<file path="config.mk">
export PLATFORM = sky130hd
export DESIGN_NAME = debug_frame_tx
export DESIGN_NICKNAME = d
export VERILOG_FILES = /design/src/rtl/debug_frame_tx.sv
export SDC_FILE = /design/constraint.sdc
export NUM_CORES = 1
export LEC_CHECK = 0
export CAP_MARGIN = 20
export CORE_UTILIZATION = 29
export DETAILED_ROUTE_END_ITERATION = 12
export GPL_TIMING_DRIVEN = 0
export PLACE_DENSITY_LB_ADDON = 0.1
export SKIP_CTS_REPAIR_TIMING = 1
export SLEW_MARGIN = 10
export SYNTH_ARGS = -nofsm -noshare
export SYNTH_HDL_FRONTEND = slang
export SYNTH_SLANG_ARGS = --single-unit
</file>
<file path="constraint.sdc">
create_clock -name clk -period 3.9 [get_ports clk]
set_input_delay 0.78 -clock clk [delete_from_list [all_inputs] [get_ports clk]]
set_output_delay 0.78 -clock clk [all_outputs]
set_load 0.02 [all_outputs]
</file>
<file path="src/rtl/debug_frame_tx.sv">
// debug_frame_tx: snapshots seven CPU debug bytes and sends them as one
// 8N1 UART burst: sync byte, seven data bytes, XOR checksum.
module debug_frame_tx #(
  parameter int         CLKS_PER_BIT = 434,
  parameter logic [7:0] SYNC_BYTE    = 8'hA5
) (
  input  logic       clk,
  input  logic       reset,
  input  logic       start,
  input  logic [7:0] debug_port1,
  input  logic [7:0] debug_port2,
  input  logic [7:0] debug_port3,
  input  logic [7:0] debug_port4,
  input  logic [7:0] debug_port5,
  input  logic [7:0] debug_port6,
  input  logic [7:0] debug_port7,
  output logic       tx,
  output logic       busy,
  output logic       done
);

  localparam int TW = (CLKS_PER_BIT > 1) ? $clog2(CLKS_PER_BIT) : 1;
  localparam logic [TW-1:0] TMAX = TW'(CLKS_PER_BIT - 1);

  typedef enum logic [1:0] {IDLE, START, DATA, STOP} state_e;

  state_e        state_q, state_d;
  logic [TW-1:0] tmr_q, tmr_d;
  logic [2:0]    bit_q, bit_d, bit_nx;
  logic [3:0]    byte_q, byte_d;
  logic [55:0]   snap_q;
  logic [7:0]    chk_q;
  logic [7:0]    cur;
  logic          tx_q, tx_d;
  logic          busy_q, busy_d;
  logic          done_q, done_d;
  logic          take;
  logic          tmr_end;

  assign tmr_end = (tmr_q == TMAX);
  assign bit_nx  = bit_q + 3'd1;
  assign tx      = tx_q;
  assign busy    = busy_q;
  assign done    = done_q;

  always_comb begin
    unique case (byte_q)
      4'd0:    cur = SYNC_BYTE;
      4'd1:    cur = snap_q[7:0];
      4'd2:    cur = snap_q[15:8];
      4'd3:    cur = snap_q[23:16];
      4'd4:    cur = snap_q[31:24];
      4'd5:    cur = snap_q[39:32];
      4'd6:    cur = snap_q[47:40];
      4'd7:    cur = snap_q[55:48];
      default: cur = chk_q;
    endcase
  end

  // tx_d is the line level for the cycle after the edge, so tx stays a flop
  always_comb begin
    state_d = state_q;
    tmr_d   = tmr_q;
    bit_d   = bit_q;
    byte_d  = byte_q;
    tx_d    = tx_q;
    busy_d  = busy_q;
    done_d  = 1'b0;
    take    = 1'b0;
    unique case (state_q)
      IDLE: begin
        if (start && !busy_q) begin
          take    = 1'b1;
          state_d = START;
          tmr_d   = '0;
          byte_d  = '0;
          tx_d    = 1'b0;
          busy_d  = 1'b1;
        end
      end
      START: begin
        if (tmr_end) begin
          state_d = DATA;
          tmr_d   = '0;
          bit_d   = '0;
          tx_d    = cur[0];
        end else begin
          tmr_d = tmr_q + TW'(1);
        end
      end
      DATA: begin
        if (tmr_end) begin
          tmr_d = '0;
          if (bit_q == 3'd7) begin
            state_d = STOP;
            tx_d    = 1'b1;
          end else begin
            bit_d = bit_nx;
            tx_d  = cur[bit_nx];
          end
        end else begin
          tmr_d = tmr_q + TW'(1);
        end
      end
      STOP: begin
        if (tmr_end) begin
          tmr_d = '0;
          if (byte_q < 4'd8) begin
            byte_d  = byte_q + 4'd1;
            state_d = START;
            tx_d    = 1'b0;
          end else begin
            state_d = IDLE;
            tx_d    = 1'b1;
            busy_d  = 1'b0;
            done_d  = 1'b1;
          end
        end else begin
          tmr_d = tmr_q + TW'(1);
        end
      end
    endcase
  end

  always_ff @(posedge clk or posedge reset) begin
    if (reset) begin
      state_q <= IDLE;
      tmr_q   <= '0;
      bit_q   <= '0;
      byte_q  <= '0;
      tx_q    <= 1'b1;
      busy_q  <= 1'b0;
      done_q  <= 1'b0;
    end else begin
      state_q <= state_d;
      tmr_q   <= tmr_d;
      bit_q   <= bit_d;
      byte_q  <= byte_d;
      tx_q    <= tx_d;
      busy_q  <= busy_d;
      done_q  <= done_d;
    end
  end

  always_ff @(posedge clk or posedge reset) begin
    if (reset) begin
      snap_q <= '0;
      chk_q  <= '0;
    end else if (take) begin
      snap_q <= {debug_port7, debug_port6, debug_port5, debug_port4,
                 debug_port3, debug_port2, debug_port1};
      chk_q  <= debug_port1 ^ debug_port2 ^ debug_port3 ^ debug_port4 ^
                debug_port5 ^ debug_port6 ^ debug_port7;
    end
  end

endmodule

</file>
* Word level (Yosys, flattened, before mapping) *
Index checks and enable logic that the tools add are counted.

word-level totals
  input port bits = 59
  bits in registers = 85

operators by class
  magnitude comparators = 2
  multiplexer cells = 36
  reduce and logical (&&, ||, !) cells = 12
  bitwise gates (word level) = 6
  eq/ne operators = 20
  add/subtract/negate cells = 3

operator list
  kind                   count
  $pmux W8 S8            1
  $xor A8 B8 Y8          6
  $mux W9                2
  $pmux W9 S2            1
  $eq A4 B3 Y1 const B   4
  $ne A2 B2 Y1 const B   8
  $reduce_and A4 Y1      4
  $mux W1                15
  $mux W4                3
  $mux W2                5
  $add A9 B1 Y9 const B  1
  $eq A9 B9 Y1 const B   1
  $mux W3                3
  $eq A4 B2 Y1 const B   2
  $pmux W2 S4            1
  $pmux W4 S2            1
  $pmux W3 S2            1
  $reduce_and A5 Y1      1
  $add A4 B1 Y4 const B  1
  $eq A2 B2 Y1 const B   2
  $eq A4 B1 Y1 const B   1
  $logic_not A4 Y1       1
  $lt A3 B4 Y1 const B   1
  $lt A4 B4 Y1 const B   1
  other kinds (11)       12

* Logic depth before layout (Yosys ltp) *
  depth in word-level cells = 7
  gate-level depth with buffers = 9
  depth with buffers taken out = 8

* Worst setup path before layout *
OpenSTA, ideal clock, no wires.

  kind = reg-to-reg
  from = register byte_q[0]
  to = register tx_q (netlist: tx)
  library setup time = 86 ps
  arrival time = 1,989 ps
  path slack = 1,825 ps
  stages on the path, launching flop included = 8
  path buffers = 1
  cells stage by stage = dfrtp_1 -> ha_1 -> clkbuf_1 -> o41ai_4 -> a211oi_1 -> a2111oi_2 -> a31oi_1 -> o31ai_2

between the ends
  word-level cells in the longest chain between the ends = 7
  elaborated cells between the ends (all ways) = 18

RTL lines
  item                                        line  text
  start: declaration                          30    logic [3:0] byte_q, byte_d;
  start signal: assignment                    138   byte_q <= byte_d;
  $eq A4 B3 Y1, or another cell as far along  47    unique case (byte_q)
  $pmux W8 S8                                 47
  $bmux W1 S3                                 99    tx_d = cur[bit_nx];
  $mux W1 (not written as such)               99
  $mux W1                                     94    if (bit_q == 3'd7) begin
  $mux W1                                     92    if (tmr_end) begin
  $pmux W1 S4 (*)                             70    unique case (state_q)
  end signal: assignment                      139   tx_q <= tx_d;
  end: declaration                            34    logic tx_q, tx_d;

Mark *: on every way between the ends. The rest lies on a longest branch, timed or not. The select of a mux whose other input is x is not followed.
A chain may end at the register's enable or synchronous reset.

* Worst setup path in the final report *
  from = register state_q[0]
  to = register snap_q[39]

between the ends
  word-level cells in the longest chain between the ends = 2

RTL lines
  item                      line  text
  start: declaration        27    state_e state_q, state_d;
  start signal: assignment  135   state_q <= state_d;
  $logic_not A2 Y1          70
  $mux W1                   70
  end signal: assignment    150   snap_q <= {debug_port7, debug_port6, debug_port5, debug_port4,
  end: declaration          31    logic [55:0] snap_q;

Every way passes these cells.

==> metrics <==
status finished, final reports clean; synth unique cells 49; #FFs+latches synth 85; initial antenna violation count 0; Synth area leader dfrtp_1; Mapped Cells ~410; clk_lat worst skew 350 ps; Reg2Reg Depth 7; DR WL met3 417 microns; WL per Instance ~18 microns; buffer and inverter count on the worst path 4; overall routing resource usage 0.166; Seq/Total Area, Yosys 0.462; top layer in use met4; post-synth top area share 0.456; CTS Buf Count 9; # H-tree levels 3; Rows 45; Die Y 128 microns; Post-DP HPWL roughly 8700 microns; DRT Pass-1 Iters 4; Pleak about 2.4 nW; Final Hold Fails 0; vias in the first global route roughly 3500; worst-path cell chain inv_1 -> ha_1 -> clkbuf_1 -> nand3_1 -> clkbuf_1 -> clkbuf_1 -> mux2_2; most used cell, CP clkbuf_1; critical path class flip-flop to flip-flop; crit path capture type flip-flop; DR vias/cell 4.83; Post-route DRC 0; Syn Area/Cell approximately 11 sq um; Slew Viols, Final 0; Met2 Wirelength 6020 microns; slowest stage cell, crit path clkbuf_1; Diodes inserted 0; vias 3392; highest clock rate 350 MHz; CP required between 4000 and 5000 ps; ys async rst share 1.00; Layout Nets 558; critical path peak fanout 10; Arrival @ worst endpoint ~3100 ps; Design Power 3.34 mW; TritonCTS clock tree yes; Clock Tree Buf Depth 2; final wirelength 12500 microns; gp weighted congestion 0.757; IO Pins 62; Primary FF master, synth dfrtp_1; Post-synth EDFFs 0; maxcap violations 0; RSZ-0062 raised after global routing no; launching element type of the critical path flip-flop; CTS Root Cell clkbuf_16; Final TNS setup 0 ps; IO buf count 61; critical path depth 7; normalized max-slew margin 0.381; Max IR drop VDD 0.219 mV; M1 wire length 5920 microns; Worst-path clk slew 70 ps; # clock sinks 85; Hold Path Cell Cnt 2; worst-margin pin slew 928 ps; pin count of the biggest net entering global routing 50; Synth warnings 0; Crit path largest cell delay about 660 ps; first-pass GRT wire length 20200 microns; GR Overflow Total 0; Clock Skew between 7 and 8 ps; Initial Utilization 0.300; Starting DRT DRC Count roughly 180; Net Count, Synth around 490; top cells by area, synth dfrtp_1 46%, mux2_2 14%, xnor2_1 7.6%; Pwr Density 575 nW/um^2; Final ANT Viol Nets 0; # setup viols final 0; CP delay by family, top buffers and inverters; Hold WC Path Type flip-flop to flip-flop; die area 16400 sq um; die width roughly 130 microns; share of cells above drive strength 1 0.181; Core Area 15400 sq um; min cycle time layout 2860 ps; Synth-to-Final Area Change 26.0%; Cell Area, Synth 4610 sq um; Final Cycle Share 0.733
==> metrics by stage <==
stage	setup WS [ps]	hold slack (ps)	utilization	instances	cell area (sq um)
floorplan	928	445	-	414	4610
global placement	-707	460	0.357	686	5480
detailed placement	717	470	0.358	687	5510
CTS	981	486	0.378	703	5810
global route	831	500	0.378	703	5810
finish	1040	484	0.378	703	5810
==> cell usage after synthesis, drive strengths merged, types with 2 or more instances <==
| library cell | number |
|---|---|
| a22o | 8 |
| nor3 | 3 |
| a2111oi | 2 |
| nor3b | 3 |
| a221oi | 4 |
| o21ai | 22 |
| a31oi | 2 |
| xor2 | 9 |
| a22oi | 11 |
| ha | 12 |
| clkbuf | 13 |
| dfrtp | 84 |
| and2 | 2 |
| buf | 10 |
| nand3 | 10 |
| o211ai | 5 |
| o31ai | 8 |
| nor2 | 16 |
| a21oi | 9 |
| xnor2 | 40 |
| nand2 | 29 |
| a222oi | 3 |
| mux2 | 59 |
| nor2b | 2 |
| and3 | 4 |
| inv | 11 |
| nand2b | 8 |
| mux2i | 5 |
| a21o | 2 |
| a311oi | 2 |
==> path summary, 6_finish.rpt <==
path                                         from  slack [ps]                endpoint
min                          chk_q[7]$_DFFE_PP0P_         480    chk_q[7]$_DFFE_PP0P_
max reg2reg                state_q[0]$_DFFE_PP0P_        1040  snap_q[39]$_DFFE_PP0P_
max                        state_q[0]$_DFFE_PP0P_        1040  snap_q[39]$_DFFE_PP0P_
min reg2reg                  chk_q[7]$_DFFE_PP0P_         480    chk_q[7]$_DFFE_PP0P_
max in group asynchronous                   reset        2310          tx$_DFFE_PP1P_
min in group asynchronous                   reset         890  snap_q[41]$_DFFE_PP0P_
==> cell families (layout without fill, tap and decap cells) <==
| kind of cell | Yosys count | count (layout) | synth area share |
|---|---|---|---|
| AOI/OAI and AO/OA | 89 | 89 | 0.142 |
| DFF | 85 | 85 | 0.462 |
| and+or+nand+nor | 81 | 81 | 0.0855 |
| muxes | 64 | 64 | 0.155 |
| xor gates and xnor gates | 49 | 49 | 0.0931 |
| buffers and inverters | 34 | 112 | 0.0299 |
| adders and majority gates | 12 | 12 | 0.0326 |
==> flip-flops by register name, summed over array words and instances (netlist names) <==
signal	flops
done	1
bit_q	3
snap_q	56
tmr_q	9
byte_q	4
chk_q	8
state_q	2
busy	1
tx	1
==> cells in the final DEF (no fill, tap or decap), types with 3 or more instances in the layout <==
master,n
dfrtp_1,84
mux2i_1,5
xor2_1,9
o21ai_0,22
o211ai_1,5
inv_1,10
buf_2,8
nor2_1,16
a22oi_1,11
nand2b_1,8
o31ai_1,7
clkbuf_16,9
xnor2_1,40
clkbuf_1,14
a221oi_1,4
mux2_2,59
nor3b_1,3
nand2_1,29
nand3_1,10
and3_1,4
clkdlybuf4s50_1,61
a21oi_1,9
a22o_1,8
a222oi_1,3
nor3_1,3
ha_1,12
==> layout make-up <==
class / instances / area [sq um]
Timing Repair Buffer: 62 / 631
Clock buffer: 11 / 243
Inverter: 11 / 43.8
Buffer: 23 / 96.3
Clock inverter: 5 / 60.1
Multi-Input combinational cell: 295 / 2340
Sequential cell: 85 / 2130
Tap cell: 211 / 264
Fill cell: 1546 / 9560
==> routing by layer <==
layer	global-route usage	vias to the layer above
met5	0	-
met2	0.279	52
met4	0.0394	0
met1	0.218	1688
met3	0.0380	8
li1	-	1644
==> power by group <==
group	total (mW)	internal, mW	switching [mW]
logic	0.988	0.525	0.463
registers	1.46	1.25	0.213
clock network	0.890	0.515	0.375
==> worst min-delay path: cells and delay by family, from the launching register on <==
family           cells  cell delay [ps]
flip-flops           1              340
AND/OR/NAND/NOR      1               50
AO/OA/AOI/OAI        1               60
Note: power is estimated with default switching activity, not from simulation.
